### src/rtl/usb_cdc_pkg.sv
// Shared definitions for the USB CDC endpoint FIFOs.
// Holds the IN FIFO state encoding and a width helper.
package usb_cdc_pkg;

    typedef enum logic [1:0] {
        ST_IN_IDLE     = 2'd0,
        ST_IN_DATA     = 2'd1,
        ST_IN_WAIT_ACK = 2'd2
    } in_state_e;

    function automatic int ceil_log2(input int n);
        int w;
        w = 1;
        while ((1 << w) < n) w++;
        return w;
    endfunction

endpackage

### src/rtl/in_fifo_if.sv
// Application and SIE handshake signals of the IN FIFO.
// Names follow the FIFO's own point of view.
interface in_fifo_if;

    logic [7:0] app_in_data_i;
    logic       app_in_valid_i;
    logic       app_in_ready_o;
    logic       in_empty_o;
    logic       in_full_o;
    logic       in_req_i;
    logic [7:0] in_data_o;
    logic       in_valid_o;
    logic       in_ready_i;
    logic       in_nak_o;
    logic       in_ack_i;
    logic       in_abort_i;

    modport slave (
        input  app_in_data_i, app_in_valid_i,
        input  in_req_i, in_ready_i, in_ack_i, in_abort_i,
        output app_in_ready_o, in_empty_o, in_full_o,
        output in_data_o, in_valid_o, in_nak_o
    );

    modport master (
        output app_in_data_i, app_in_valid_i,
        output in_req_i, in_ready_i, in_ack_i, in_abort_i,
        input  app_in_ready_o, in_empty_o, in_full_o,
        input  in_data_o, in_valid_o, in_nak_o
    );

endinterface

### src/rtl/in_fifo_ram.sv
// Byte storage for the IN FIFO.
// Synchronous write, asynchronous read.
module in_fifo_ram #(
    parameter int DEPTH = 16,
    parameter int AW    = 4
) (
    input  logic          clk_i,
    input  logic          we,
    input  logic [AW-1:0] waddr,
    input  logic [7:0]    wdata,
    input  logic [AW-1:0] raddr,
    output logic [7:0]    rdata
);

    logic [7:0] mem_q [DEPTH];

    // Store the application byte on a write strobe.
    always_ff @(posedge clk_i) begin
        if (we) mem_q[waddr] <= wdata;
    end

    assign rdata = mem_q[raddr];

endmodule

### src/rtl/in_fifo.sv
// USB full-speed IN endpoint FIFO with ACK-gated commit.
// Packets are resent unchanged until the host acknowledges them.
module in_fifo
    import usb_cdc_pkg::*;
#(
    parameter int IN_MAXPACKETSIZE = 8,
    parameter int IN_DEPTH         = 16
) (
    input  logic     clk_i,
    input  logic     rst_i,
    in_fifo_if.slave bus
);

    localparam int PW = ceil_log2(IN_DEPTH);
    localparam int OW = ceil_log2(IN_DEPTH + 1);
    localparam int CW = ceil_log2(IN_MAXPACKETSIZE + 1);

    localparam logic [OW-1:0] DEPTH_O = OW'(IN_DEPTH);
    localparam logic [OW-1:0] MPS_O   = OW'(IN_MAXPACKETSIZE);
    localparam logic [PW-1:0] LAST_P  = PW'(IN_DEPTH - 1);
    localparam logic [PW:0]   DEPTH_S = (PW+1)'(IN_DEPTH);

    in_state_e     state_q, state_d;
    logic [PW-1:0] wr_ptr_q, rd_ptr_q, tx_ptr_q;
    logic [OW-1:0] occ_q;
    logic [CW-1:0] cnt_q, limit_q, pkt_len_q;
    logic [CW-1:0] limit_new;
    logic          nak_q;
    logic          app_ready, wr_fire, tx_valid;
    logic          start, retry, consume, finish, commit, nak_set;
    logic [7:0]    rd_data;

    function automatic logic [PW-1:0] ptr_inc(input logic [PW-1:0] p);
        return (p == LAST_P) ? '0 : p + PW'(1);
    endfunction

    function automatic logic [PW-1:0] ptr_add(
        input logic [PW-1:0] p,
        input logic [CW-1:0] n
    );
        logic [PW:0] s;
        s = {1'b0, p} + (PW+1)'(n);
        if (s >= DEPTH_S) s = s - DEPTH_S;
        return s[PW-1:0];
    endfunction

    assign app_ready = (occ_q != DEPTH_O);
    assign wr_fire   = bus.app_in_valid_i & app_ready;
    assign tx_valid  = (state_q == ST_IN_DATA) && (cnt_q < limit_q);
    assign limit_new = (occ_q < MPS_O) ? CW'(occ_q)
                                       : CW'(IN_MAXPACKETSIZE);

    in_fifo_ram #(
        .DEPTH (IN_DEPTH),
        .AW    (PW)
    ) u_ram (
        .clk_i (clk_i),
        .we    (wr_fire),
        .waddr (wr_ptr_q),
        .wdata (bus.app_in_data_i),
        .raddr (tx_ptr_q),
        .rdata (rd_data)
    );

    // Packet state register.
    always_ff @(posedge clk_i) begin
        if (rst_i) state_q <= ST_IN_IDLE;
        else       state_q <= state_d;
    end

    // Next-state decode and datapath strobes; abort wins over everything.
    always_comb begin
        state_d = state_q;
        start   = 1'b0;
        retry   = 1'b0;
        consume = 1'b0;
        finish  = 1'b0;
        commit  = 1'b0;
        nak_set = 1'b0;
        if (bus.in_abort_i) begin
            state_d = ST_IN_IDLE;
        end else begin
            unique case (state_q)
                ST_IN_IDLE: begin
                    if (bus.in_req_i) begin
                        if (occ_q == '0) begin
                            nak_set = 1'b1;
                        end else begin
                            start   = 1'b1;
                            state_d = ST_IN_DATA;
                        end
                    end
                end
                ST_IN_DATA: begin
                    if (bus.in_ready_i) begin
                        if (tx_valid) begin
                            consume = 1'b1;
                        end else begin
                            finish  = 1'b1;
                            state_d = ST_IN_WAIT_ACK;
                        end
                    end
                end
                ST_IN_WAIT_ACK: begin
                    if (bus.in_ack_i) begin
                        commit  = 1'b1;
                        state_d = ST_IN_IDLE;
                    end else if (bus.in_req_i) begin
                        retry   = 1'b1;
                        state_d = ST_IN_DATA;
                    end
                end
                default: state_d = ST_IN_IDLE;
            endcase
        end
    end

    // Pointers, occupancy and packet bookkeeping.
    always_ff @(posedge clk_i) begin
        if (rst_i) begin
            wr_ptr_q  <= '0;
            rd_ptr_q  <= '0;
            tx_ptr_q  <= '0;
            occ_q     <= '0;
            cnt_q     <= '0;
            limit_q   <= '0;
            pkt_len_q <= '0;
            nak_q     <= 1'b0;
        end else begin
            if (wr_fire) wr_ptr_q <= ptr_inc(wr_ptr_q);
            if (commit)  rd_ptr_q <= ptr_add(rd_ptr_q, pkt_len_q);
            if (start || retry) begin
                tx_ptr_q <= rd_ptr_q;
                cnt_q    <= '0;
                limit_q  <= start ? limit_new : pkt_len_q;
            end else if (consume) begin
                tx_ptr_q <= ptr_inc(tx_ptr_q);
                cnt_q    <= cnt_q + CW'(1);
            end
            if (finish) pkt_len_q <= cnt_q;
            occ_q <= occ_q + OW'(wr_fire)
                   - (commit ? OW'(pkt_len_q) : OW'(0));
            if (nak_set)    nak_q <= 1'b1;
            else if (start) nak_q <= 1'b0;
        end
    end

    assign bus.app_in_ready_o = app_ready;
    assign bus.in_empty_o     = (occ_q == '0);
    assign bus.in_full_o      = (occ_q == DEPTH_O);
    assign bus.in_data_o      = rd_data;
    assign bus.in_valid_o     = tx_valid;
    assign bus.in_nak_o       = nak_q;

endmodule
### src/flat_wrapper.sv
// flat-port wrapper written by rule: the top's interface ports become plain ports
module in_fifo_flat import usb_cdc_pkg::*;
#(
    parameter int IN_MAXPACKETSIZE = 8,
    parameter int IN_DEPTH         = 16
)
  (clk_i, rst_i, bus_app_in_data_i, bus_app_in_valid_i, bus_in_req_i, bus_in_ready_i, bus_in_ack_i, bus_in_abort_i, bus_app_in_ready_o, bus_in_empty_o, bus_in_full_o, bus_in_data_o, bus_in_valid_o, bus_in_nak_o);
  in_fifo_if bus_i ();
  input  logic clk_i;
  input  logic rst_i;
  input wire logic [$bits(bus_i.app_in_data_i)-1:0] bus_app_in_data_i;
  input wire logic [$bits(bus_i.app_in_valid_i)-1:0] bus_app_in_valid_i;
  input wire logic [$bits(bus_i.in_req_i)-1:0] bus_in_req_i;
  input wire logic [$bits(bus_i.in_ready_i)-1:0] bus_in_ready_i;
  input wire logic [$bits(bus_i.in_ack_i)-1:0] bus_in_ack_i;
  input wire logic [$bits(bus_i.in_abort_i)-1:0] bus_in_abort_i;
  output wire logic [$bits(bus_i.app_in_ready_o)-1:0] bus_app_in_ready_o;
  output wire logic [$bits(bus_i.in_empty_o)-1:0] bus_in_empty_o;
  output wire logic [$bits(bus_i.in_full_o)-1:0] bus_in_full_o;
  output wire logic [$bits(bus_i.in_data_o)-1:0] bus_in_data_o;
  output wire logic [$bits(bus_i.in_valid_o)-1:0] bus_in_valid_o;
  output wire logic [$bits(bus_i.in_nak_o)-1:0] bus_in_nak_o;
  assign bus_i.app_in_data_i = bus_app_in_data_i;
  assign bus_i.app_in_valid_i = bus_app_in_valid_i;
  assign bus_i.in_req_i = bus_in_req_i;
  assign bus_i.in_ready_i = bus_in_ready_i;
  assign bus_i.in_ack_i = bus_in_ack_i;
  assign bus_i.in_abort_i = bus_in_abort_i;
  assign bus_app_in_ready_o = bus_i.app_in_ready_o;
  assign bus_in_empty_o = bus_i.in_empty_o;
  assign bus_in_full_o = bus_i.in_full_o;
  assign bus_in_data_o = bus_i.in_data_o;
  assign bus_in_valid_o = bus_i.in_valid_o;
  assign bus_in_nak_o = bus_i.in_nak_o;
  in_fifo #(.IN_MAXPACKETSIZE(IN_MAXPACKETSIZE), .IN_DEPTH(IN_DEPTH)) u_core (.clk_i(clk_i), .rst_i(rst_i), .bus(bus_i));
endmodule
### config.mk
export PLATFORM = sky130hd
export DESIGN_NAME = in_fifo_flat
export DESIGN_NICKNAME = d
export VERILOG_FILES = /design/src/rtl/usb_cdc_pkg.sv /design/src/rtl/in_fifo_if.sv /design/src/rtl/in_fifo_ram.sv /design/src/rtl/in_fifo.sv /design/src/flat_wrapper.sv
export SDC_FILE = /design/constraint.sdc
export NUM_CORES = 1
export LEC_CHECK = 0
export CORE_MARGIN = 1.5
export CORE_UTILIZATION = 34
export CTS_BUF_LIST = sky130_fd_sc_hd__clkbuf_4 sky130_fd_sc_hd__clkbuf_8
export DETAILED_ROUTE_END_ITERATION = 8
export SYNTH_ARGS = -nofsm -noshare
export SYNTH_HDL_FRONTEND = slang
export SYNTH_SLANG_ARGS = --single-unit
### constraint.sdc
create_clock -name clk_i -period 2.8 [get_ports clk_i]
set_input_delay 0.56 -clock clk_i [delete_from_list [all_inputs] [get_ports clk_i]]
set_output_delay 0.56 -clock clk_i [all_outputs]
set_load 0.01 [all_outputs]
### Word-level counts from Yosys, hierarchy flattened

Memory sizes are Yosys's and may differ from the RTL's. A register that Yosys moved wholly into a read port is not among the register bits.
Cells that the tools add are included.

* add/subtract/negate cells: 7
* equal/unequal tests: 11
* mux-type cells: 44
* reduce and logical (&&, ||, !) cells: 9
* $lt $le $gt $ge: 3
* bitwise gates (word level): 1

Operator list (count)
* 4-bit two-way mux: 10
* 1-bit two-way mux: 27
* 4-bit by 1-bit adder with 4-bit output (second input constant): 3
* 2-bit two-way mux: 6
* 4-bit == test (second input constant): 2
* 2-bit != test (second input constant): 4
* 2-bit case mux with 3 select lines: 1
* 4-bit by 4-bit adder with 5-bit output: 1
* 5-bit by 1-bit adder with 5-bit output: 1
* 5-bit == test (second input constant): 1
* 5-bit greater-or-equal comparator (second input constant): 1
* 5-bit zero test: 1
* 5-bit by 4-bit < comparator with 1-bit output (second input constant): 1
* 5-bit != test (second input constant): 1
* 5-bit AND reduction: 1
* 5-bit subtractor: 1
* 4-bit < comparator: 1
* 2-bit nonzero test: 2
* 2-bit OR reduction: 2
* 4-bit by 1-bit subtractor with 4-bit output (second input constant): 1
* 3-bit != test (second input constant): 1
* 2-bit by 1-bit == test with 1-bit output (second input constant): 1
* 2-bit == test (second input constant): 1
* 2-bit zero test: 1
* other kinds (3): 3

* bits in writable memories: 128
* logic and storage cells: 85
* register bits after elaboration: 32
* memories: 1

Memories
* u_core.u_ram.mem_q: words 16, bits a word 8, rd ports 1, clocked after memory_dff 1, wr ports 1, RTL line in_fifo_ram.sv:15 `logic [7:0] mem_q [DEPTH];`

### Depth between registers and ports, before layout

* word-level depth: 10
* depth in mapped cells: 11
* gate-level depth less buffers: 10

### Cells and area by module

From an unflattened synthesis, not the netlist that was laid out.

* cell total of the unflattened synthesis: 435
* area total of the unflattened synthesis: 6901.6 µm²

By module, submodules not included
* in_fifo_ram: instances 1, area each 4987.3 µm², cells each 221, sequential area each 3843.7 µm²
* in_fifo: instances 1, area each 1914.3 µm², cells each 214, sequential area each 640.6 µm²

### Worst setup path before layout

OpenSTA, ideal clock, no wires.

* path type: input-to-reg
* start point: input bus_in_ack_i
* end point: register u_core.occ_q[4]
* setup slack: 0.174 ns
* required time: 2.672 ns
* cell stages on the path: 11
* arrival: 2.498 ns
* setup time: 0.128 ns
* cell sequence: nor4bb_1 clkbuf_1 and2_1 ha_1 inv_1 ha_1 fa_1 a21o_1 a21oi_1 xnor2_1 nor2_1

* word-level cells in the longest chain between the ends: 5

RTL lines
* start, declared: RTL line flat_wrapper.sv:15 `input wire logic [$bits(bus_i.in_ack_i)-1:0] bus_in_ack_i;`
* 1-bit two-way mux: RTL line in_fifo.sv:105 `if (bus.in_ack_i) begin`
* 1-bit two-way mux: RTL line in_fifo.sv:83 `unique case (state_q)`
* 1-bit two-way mux: RTL line in_fifo.sv:80 `if (bus.in_abort_i) begin`
* 4-bit two-way mux: RTL line in_fifo.sv:142 `- (commit ? OW'(pkt_len_q) : OW'(0));`
* 5-bit subtractor: RTL line in_fifo.sv:142
* end signal, assigned: RTL line in_fifo.sv:141 `occ_q <= occ_q + OW'(wr_fire)`
* end, declared: RTL line in_fifo.sv:25 `logic [OW-1:0] occ_q;`

No other way between the ends.
A chain may end at the register's enable or synchronous reset.

==> impl_metrics.tcl <==
set metrics [dict create \
    fillers 1861 \
    wl_um 14600 \
    r2r_start "u_core.state_q[0]" \
    arrival_ps 2280 \
    syn_area_um2 6960 \
    final.setup.tns_ps -193 \
    status "finished, violations left" \
    htree_levels 4 \
    busiest_layer "met2" \
    min_delay_path_depth 2 \
    slew_headroom_pct 55.3 \
    grt_pass1_vias 4137 \
    yosysTopAreaCell "edfxtp_1" \
    via_per_inst 5.08 \
    crit_fanout 6 \
    cts-buffers-inserted 17 \
    nets 538 \
    synthFlopType "edfxtp_1" \
    cts_sinks 164 \
    synthCells 427 \
    maxSlewViolCount 0 \
    vias 3979 \
    die-area_um2 21300 \
    yosysTopAreaCellShare_pct 55.3 \
    leakage_nw 2.79 \
    fin_cells 784 \
    drtAntennaViolNets 0 \
    seqPwrFrac_pct 48.4 \
    dp_slack_ps -310 \
    syn_avg_cell_area_um2 16.3 \
    p_sw_share_pct 27.2 \
    grt_setup_unrepaired "true" \
    synth_nets 464 \
    initial_utilization_pct 34.5 \
    fmax_mhz 352 \
    root_buffer "clkbuf_8" \
    insertedDiodeCount 0 \
    tightest_slew_ps 668 \
    p_comb_share_pct 22.3 \
    vdd_drop_max_v 0.000353 \
    setup_slack_ps -38.0 \
    fin_crit_sh_pct 101 \
    clockBufferDepth 2 \
    yosysMostFrequentCell "edfxtp_1" \
    intPower_w 0.00423 \
    multi_input_area_um2 2230 \
    timing.rr.end "u_core.occ_q[4]" \
    antenna_found_initial 0 \
    drtPass1Iterations 4 \
    critPathTopFamily "multiplexers" \
    clk_latency_ps 450 \
    critPathLaunchType "flop" \
    finClkSkew_ps 15.0 \
    cts_tree "yes" \
    finalHoldViolCount 0 \
    setup_viol 7 \
    cp-endpoint "bus_in_data_o[0]" \
    synth_common_cells "128 x edfxtp_1, 40 x mux4_2, 36 x dfxtp_1, 27 x nor2_1, 21 x a21oi_1" \
    ys_types 48 \
    gr-total-overflow 0 \
    fp.dieH_um 146 \
    r2r_slack_ps 300 \
    core_um2 20200 \
    clkTransAtPathRegs_ps 90 \
    synth_area_leaders "edfxtp_1 55%, mux4_2 13%, dfxtp_1 10%" \
    syn_to_final_growth_pct 20.3 \
    cp-end-kind "output port" \
    period_needed_ps 2840 \
    grt_util_met2_pct 25.2 \
    drt_iter0_markers 276 \
    dp_hpwl_um 9680 \
    ys_seq_elements 164 \
    cap_violations 0 \
    p_clk_share_pct 29.3 \
    grt_max_degree 33 \
    power.net_switching_w 0.00158 \
    rows 52 \
    grt_pass1_wl_um 23100 \
    synthArstFlopShare_pct 0 \
    yosysSeqAreaShare_pct 65.6 \
    wire_per_inst_um 18.6 \
    min_path_type "reg2reg" \
    cp_num_buf_inv 3 \
    worstPathRequired_ps 2240 \
    place.gp.congestion 0.774 \
    synth-edff-count 128 \
    use_met1_pct 18.0 \
    criticalPathCategory "reg2out" \
    slowest_stage "mux4_2" \
    power.total_w 0.00581 \
    dp_cells 742 \
    yosysWarnings 0 \
    grt_usage_pct 14.5 \
    rr_worst_depth 11 \
    powerDensity_nw_per_um2 695 \
    slowest_delay_ps 520 \
    io_pins 28 \
    layout-drive-gt1-share_pct 26.5 \
    drc 0 \
    port_buffers 27 \
    dieWidth_um 146 \
    grt_use_met3_pct 3.09 \
    violations "negative setup slack" \
    hold_ws_ps 472 \
    regArea_um2 4570 \
    worstPathCellList "buf_12, buf_12, mux4_2, mux4_2, buf_6" \
    path_depth 5 \
]
## power groups by stage
stage	combinational, W	clock, W	sequential, W
floorplan	0.000773	0	0.00283
global placement	0.00118	0	0.00286
detailed placement	0.00121	0	0.00287
finish	0.00130	0.00170	0.00281
global route	0.00140	0.00184	0.00283
CTS	0.00135	0.00175	0.00281
## registers in the layout, summed over array words and instances (netlist names), 2 cells and up, named ones only
name	flops
u_core.u_ram.mem_q	128
u_core.occ_q	5
u_core.cnt_q	4
u_core.limit_q	4
u_core.pkt_len_q	4
u_core.rd_ptr_q	4
u_core.tx_ptr_q	4
u_core.wr_ptr_q	4
u_core.state_q	2
## worst min-delay path, stage by stage, from the launching register on
cell and delay [ps]:
dfxtp_1 320, nand3_1 60, a21oi_1 50
## cell type report
| class | count | area share (%) |
|---|---|---|
| repair buffers | 76 | 9.21 |
| flip-flops and latches | 164 | 54.6 |
| clock inverters | 14 | 1.79 |
| multi-input cells | 225 | 26.7 |
| clock buffers | 18 | 2.89 |
| inverters | 17 | 0.763 |
| well taps | 270 | 4.04 |
## stage by stage
step	utilization [%]	instance area, um^2
final	41.5	8370
after global routing	41.5	8370
after CTS	41.7	8400
after detailed placement	38.7	7820
after global placement	38.7	7820
after floorplan	-	6960
## cells by family (layout without fill, tap and decap cells)
group / after synthesis / in the layout / share of synthesized area, %
simple gates: 80 / 80 / 6.38
fa+ha+maj: 22 / 22 / 4.17
flops: 164 / 164 / 65.6
compound gates: 70 / 70 / 6.85
buf+inv: 38 / 125 / 2.27
mux: 47 / 47 / 14.0
xor+xnor: 6 / 6 / 0.756
## layout by cell type (no fill, tap or decap), drive strengths merged, types with 11 or more instances in the layout
master,Yosys,final
a21oi,21,21
buf,11,57
clkbuf,10,18
clkdlybuf4s50,0,18
dfxtp,36,36
edfxtp,128,128
ha,20,20
inv,17,22
mux4,40,40
nand2,11,11
nor2,27,27
## repair_timing
item	CTS	global route
resized for setup	51	5
cloned	3	0
setup buffers	9	1
hold buffers	0	0
endpoints found under the setup margin	8	9
## metal layers
layer  wire [um]  vias to the layer above
li1            -                     1843
met5           0                        -
met4         122                        0
met3         570                       13
met2        7540                       74
met1        6370                     2049
## worst min path at each step
| stage | start | endpoint | slack [ps] |
|---|---|---|---|
| finish | u_core.limit_q[1] | u_core.limit_q[1] | 470 |
| floorplan | u_core.limit_q[0] | u_core.limit_q[0] | 440 |
| global placement | u_core.limit_q[0] | u_core.limit_q[0] | 460 |
| CTS | u_core.limit_q[1] | u_core.limit_q[1] | 480 |
| global route | u_core.limit_q[1] | u_core.limit_q[1] | 520 |
| detailed placement | u_core.limit_q[1] | u_core.limit_q[1] | 460 |
Note: power is estimated with default switching activity, not from simulation.
